<file path="src/rtl/code_monitor.sv">
// Buffers upstream 2-bit codes in a FIFO, drains one per cycle, counts each code value
// with saturation and pulses seq_hit when the sequence 01 -> 10 -> 11 completes.
module code_monitor #(
  parameter int DEPTH = 4,
  parameter int CNT_W = 8
) (
  input  logic                     clk,
  input  logic                     rst_n,
  input  logic                     in_valid,
  input  logic [1:0]               in_code,
  output logic                     in_ready,
  input  logic                     hold,
  input  logic                     clr,
  input  logic [1:0]               cnt_sel,
  output logic [CNT_W-1:0]         cnt_out,
  output logic                     seq_hit,
  output logic                     sat,
  output logic [$clog2(DEPTH):0]   level
);

  localparam int AW = $clog2(DEPTH);
  localparam logic [AW:0]      FULL_LVL = (AW+1)'(DEPTH);
  localparam logic [CNT_W-1:0] CNT_MAX  = '1;

  typedef enum logic [1:0] {S0, S1, S2} state_t;

  logic [1:0]       mem_q [DEPTH];
  logic [AW-1:0]    wr_ptr_q, rd_ptr_q;
  logic [AW:0]      level_q, level_d;
  logic [CNT_W-1:0] cnt_q [4];
  logic [CNT_W-1:0] cnt_d [4];
  state_t           state_q, state_d;
  logic             seq_hit_q, hit_d;
  logic             push, pop;
  logic [1:0]       pop_code;

  // in_ready depends on registered occupancy only, so a pop never frees a slot in its own cycle
  assign in_ready = (level_q != FULL_LVL);
  assign push     = in_valid && in_ready;
  assign pop      = (level_q != '0) && !hold;
  assign pop_code = mem_q[rd_ptr_q];
  assign level    = level_q;
  assign seq_hit  = seq_hit_q;
  assign cnt_out  = cnt_q[cnt_sel];

  always_ff @(posedge clk) begin
    if (push) mem_q[wr_ptr_q] <= in_code;
  end

  always_comb begin
    level_d = level_q;
    case ({push, pop})
      2'b10:   level_d = level_q + (AW+1)'(1);
      2'b01:   level_d = level_q - (AW+1)'(1);
      default: level_d = level_q;
    endcase
  end

  always_ff @(posedge clk or negedge rst_n) begin
    if (!rst_n) begin
      wr_ptr_q <= '0;
      rd_ptr_q <= '0;
      level_q  <= '0;
    end else begin
      if (push) wr_ptr_q <= wr_ptr_q + AW'(1);
      if (pop)  rd_ptr_q <= rd_ptr_q + AW'(1);
      level_q <= level_d;
    end
  end

  // A pop that coincides with clr is discarded: not counted and not fed to the FSM
  always_comb begin
    for (int i = 0; i < 4; i++) cnt_d[i] = cnt_q[i];
    if (clr) begin
      for (int i = 0; i < 4; i++) cnt_d[i] = '0;
    end else if (pop && (cnt_q[pop_code] != CNT_MAX)) begin
      cnt_d[pop_code] = cnt_q[pop_code] + CNT_W'(1);
    end
  end

  always_ff @(posedge clk or negedge rst_n) begin
    if (!rst_n) begin
      for (int i = 0; i < 4; i++) cnt_q[i] <= '0;
    end else begin
      for (int i = 0; i < 4; i++) cnt_q[i] <= cnt_d[i];
    end
  end

  always_comb begin
    sat = 1'b0;
    for (int i = 0; i < 4; i++) begin
      if (cnt_q[i] == CNT_MAX) sat = 1'b1;
    end
  end

  always_ff @(posedge clk or negedge rst_n) begin
    if (!rst_n) begin
      state_q   <= S0;
      seq_hit_q <= 1'b0;
    end else begin
      state_q   <= state_d;
      seq_hit_q <= hit_d;
    end
  end

  always_comb begin
    state_d = state_q;
    if (clr) begin
      state_d = S0;
    end else if (pop) begin
      case (state_q)
        S0:      state_d = (pop_code == 2'b01) ? S1 : S0;
        S1:      state_d = (pop_code == 2'b10) ? S2 :
                           (pop_code == 2'b01) ? S1 : S0;
        S2:      state_d = (pop_code == 2'b01) ? S1 : S0;
        default: state_d = S0;
      endcase
    end
  end

  always_comb begin
    hit_d = 1'b0;
    if (!clr && pop && (state_q == S2) && (pop_code == 2'b11)) hit_d = 1'b1;
  end

endmodule

</file>
<file path="config.mk">
export PLATFORM = sky130hd
export DESIGN_NAME = code_monitor
export DESIGN_NICKNAME = d
export VERILOG_FILES = /design/src/rtl/code_monitor.sv
export SDC_FILE = /design/constraint.sdc
export NUM_CORES = 1
export LEC_CHECK = 0
export ABC_AREA = 1
export BUFFER_PORTS_ARGS = -buffer_cell sky130_fd_sc_hd__buf_2
export CAP_MARGIN = 20
export CORE_ASPECT_RATIO = 1.2
export CORE_MARGIN = 5
export CORE_UTILIZATION = 40
export DETAILED_ROUTE_END_ITERATION = 8
export PLACE_DENSITY_LB_ADDON = 0.1
export SLEW_MARGIN = 20
export SYNTH_ARGS = -nofsm -noshare
export SYNTH_HDL_FRONTEND = slang
export SYNTH_SLANG_ARGS = --single-unit
</file>
<file path="constraint.sdc">
create_clock -name clk -period 2.9 [get_ports clk]
set_input_delay 0.435 -clock clk [delete_from_list [all_inputs] [get_ports clk]]
set_output_delay 0.435 -clock clk [all_outputs]
set_load 0.02 [all_outputs]
</file>
==> impl_metrics.py <==
metrics = {
    "critical_path": {
        "cp_slowest_stage_delay_ns": 0.51,
        "crit_path_end_kind": "flop",
        "critPathLaunchType": "flop",
        "crit_start": "rd_ptr_q[0]",
        "reg2reg_to": "cnt_q[28]",
        "crit_arrival_ns": 2.60,
        "cp_top_family": "simple AND/OR/NAND/NOR gates",
        "cp_cell_sequence": "nand2_1, nand2_1, nand2_1, nand2_2, nand2_1, nand2_1, nand2_1, nand2_2, ha_1, nand3_2, nor2_4, nand3_4, nand2_1, inv_2, nand2_1, nand2_1",
        "cp.required_ns": 3.10,
        "cp_common_cell": "nand2_1",
        "critPathSlowestCell": "dfrtp_1",
        "crit_fanout": 14,
        "reg2regPathDepth": 16,
        "r2r_setup_slack_ns": 0.50,
        "cp_num_buf_inv": 1,
        "crit_type": "flop to flop",
        "cp.depth": 16,
        "cp-endpoint": "cnt_q[28]",
        "r2r_start": "rd_ptr_q[0]",
    },
    "power_and_ir_drop": {
        "total_power_uw": 4000,
        "swShare": 0.540,
        "net-switching-power_uw": 2160,
        "p_clk_frac": 0.097,
        "power_frac_seq": 0.310,
        "p_leak_uw": 0.00174,
        "power_density_nw_per_um2": 1180,
        "p_int_uw": 1840,
        "max-vdd-ir-drop_mv": 0.489,
        "pwr-share-comb": 0.592,
    },
    "cts": {
        "clock_sinks": 50,
        "clkTransAtPathRegs_ns": 0.09,
        "cts_resized": 0,
        "cts_tree": "done",
        "cts_hold_buf": 0,
        "postCtsSetupRepairBufs": 0,
        "h-tree-depth": 2,
        "cts_made_buffers": 5,
        "root_buffer": "clkbuf_8",
        "clock_path_buffers": 2,
        "clock_insertion_delay_worst_skew_ns": 0.30,
    },
    "placed_design": {
        "port_buffers": 22,
        "dp.final_hpwl_um": 6130,
        "placed_cells": 539,
        "gp_congestion": 0.897,
    },
    "sta": {
        "final-hold-violation-count": 0,
        "worst_hold_slack_ns": 0.102,
        "rsz0062_at_grt": "no",
        "post-route-period-util": 0.828,
        "slew-limit-headroom": 0.565,
        "setup_viol_count_final": 0,
        "skew_ns": 0.00488,
        "slew_violations": 0,
        "fmax_mhz": 416,
        "period_needed_ns": 2.40,
        "tightestPinTransition_ns": 0.652,
        "fin_tns_setup_ns": 0,
    },
    "yosys": {
        "synth_area_sq_um": 3140,
        "ys_seq_area_frac": 0.412,
        "synth_top_family_by_area": "simple AND/OR/NAND/NOR gates",
        "synth-seq-cells": 50,
        "synth-compound-area-share": 0.0710,
        "synth_mux_area_frac": 0,
        "syn_nets": 448,
        "avgSynthCellArea_sq_um": 7.26,
        "yosys.area_share.xor_xnor": 0.0247,
        "synth-simple-area-share": 0.374,
        "synth.distinct_cells": 30,
        "yosysWarningCount": 0,
        "syn_inst": 432,
        "synth_fa_ha_area_frac": 0.0303,
    },
    "global_routing": {
        "grt_pass1_wl_um": 13700,
        "grt_use_total": 0.176,
        "antenna_found_initial": 0,
        "grt_overflow": 0,
        "grt_pass1_vias": 2664,
        "grt_max_degree": 43,
    },
    "die": {
        "start_util": 0.409,
        "rows": 35,
        "die_height_um": 107,
        "die_w_um": 90.8,
        "dieArea_sq_um": 9720,
        "core_area_sq_um": 7660,
        "io_pins": 23,
    },
    "detailed_routing": {
        "finalWirelength_um": 8150,
        "num_vias": 2812,
        "drt_iter0_markers": 134,
        "ant_nets": 0,
        "route.detailed.drc": 0,
        "via_per_inst": 5.14,
        "wl_per_cell_um": 14.9,
        "firstDrtPassIters": 5,
    },
    "run_status": {
        "status": "completed",
    },
    "layout": {
        "nNetsFinal": 470,
        "drive_gt1_frac": 0.136,
        "num_antenna_cells": 0,
        "area_delta_synth_final_pct": 8.02,
        "layoutNonFillerInstCount": 547,
        "fillers": 803,
    },
    "flow_run": {
        "cap_violations": 0,
    },
    "worst_hold_path": {
        "hp-class": "primary input to asynchronous set/reset pin",
    },
}
-- worst min-delay path by stage --
| stage | to | slack, ns | from |
|---|---|---|---|
| floorplan | cnt_q[0] | 0.14 | rst_n |
| global placement | seq_hit | 0.46 | state_q[0] |
| detailed placement | seq_hit | 0.46 | state_q[0] |
| CTS | wr_ptr_q[0] | 0.33 | rst_n |
| global route | cnt_q[26] | 0.15 | rst_n |
| finish | cnt_q[25] | 0.10 | rst_n |
-- routing by layer --
| metal | vias up | global-route usage | wire [um] |
|---|---|---|---|
| met3 | 15 | 0.0274 | 364 |
| met1 | 1313 | 0.219 | 3420 |
| met2 | 79 | 0.316 | 4170 |
| met4 | 0 | 0.0493 | 199 |
| met5 | - | 0 | 0 |
| li1 | 1405 | - | - |
-- layout make-up --
type                       instances  area, sq um  area share
clock buffer                       5         68.8      0.0203
clock inverter                     3         11.3     0.00332
inverter                          52          198      0.0584
multi-input combinational        320         1570       0.463
sequential                        50         1290       0.381
tap                               92          115      0.0340
timing repair buffer              25          135      0.0399
-- flip-flops by register name, summed over array words and instances, names as in the netlist --
register and count:
wr_ptr_q 2, mem_q 8, level 3, state_q 2, cnt_q 32, seq_hit 1
rd_ptr_q 2
-- synthesized netlist by cell type, drive strengths merged --
cell type / number / area, sq um
nand2: 190 / 736
inv: 52 / 198
dfrtp: 42 / 1050
nand3: 32 / 208
a21oi: 24 / 120
nor2: 23 / 119
o21ai: 18 / 90.1
edfxtp: 8 / 240
nand4: 7 / 50.1
buf: 6 / 63.8
ha: 6 / 75.1
xor2: 6 / 60.1
nand3b: 5 / 37.5
clkbuf: 4 / 15.0
nor3: 2 / 10.0
nor4: 2 / 12.5
o22ai: 2 / 12.5
xnor2: 2 / 17.5
fa: 1 / 20.0
-- logic make-up after synthesis --
logic type / Yosys count
compound gates: 44
fa+ha+maj: 7
xor+xnor: 8
simple gates: 261
flops: 50
buf+inv: 62
-- metrics by stage --
stage	util	area, sq um	setup WS [ns]
global placement	0.431	3300	0.565
global route	0.442	3390	0.183
CTS	0.442	3380	0.501
finish	0.442	3390	0.497
floorplan	-	3140	0.758
detailed placement	0.431	3300	0.525
-- cells in the final DEF (no fill, tap or decap), types with 4 or more instances in the layout --
master	Yosys	final
xor2_1	5	5
ha_1	6	6
inv_2	7	7
clkbuf_8	0	5
nand3_1	24	24
nand2_2	9	9
nand3b_1	5	5
buf_4	1	4
nand2_1	181	181
dfrtp_1	42	42
a21oi_1	24	24
edfxtp_1	8	8
nand4_1	6	6
o21ai_0	17	17
buf_2	0	21
nor2_4	4	4
inv_1	44	44
nand3_2	7	7
nor2_1	18	18
-- worst register-to-register path, delay by kind of cell (launching register included) --
kind / cells / cell delay, ns
adder cells (fa/ha/maj): 1 / 0.21
buffers and inverters: 1 / 0.09
flip-flops: 1 / 0.51
AND/OR/NAND/NOR: 14 / 1.47
-- power groups by stage --
stage / Combinational, uW / Clock, uW / Sequential [uW]
5_1_grt: 2700 / 426 / 1280
3_3_place_gp: 2370 / 0 / 1260
6_report: 2370 / 389 / 1240
3_5_place_dp: 2380 / 0 / 1250
4_1_cts: 2390 / 396 / 1240
2_1_floorplan: 1870 / 0 / 1170
(Power assumes the default switching activity.)
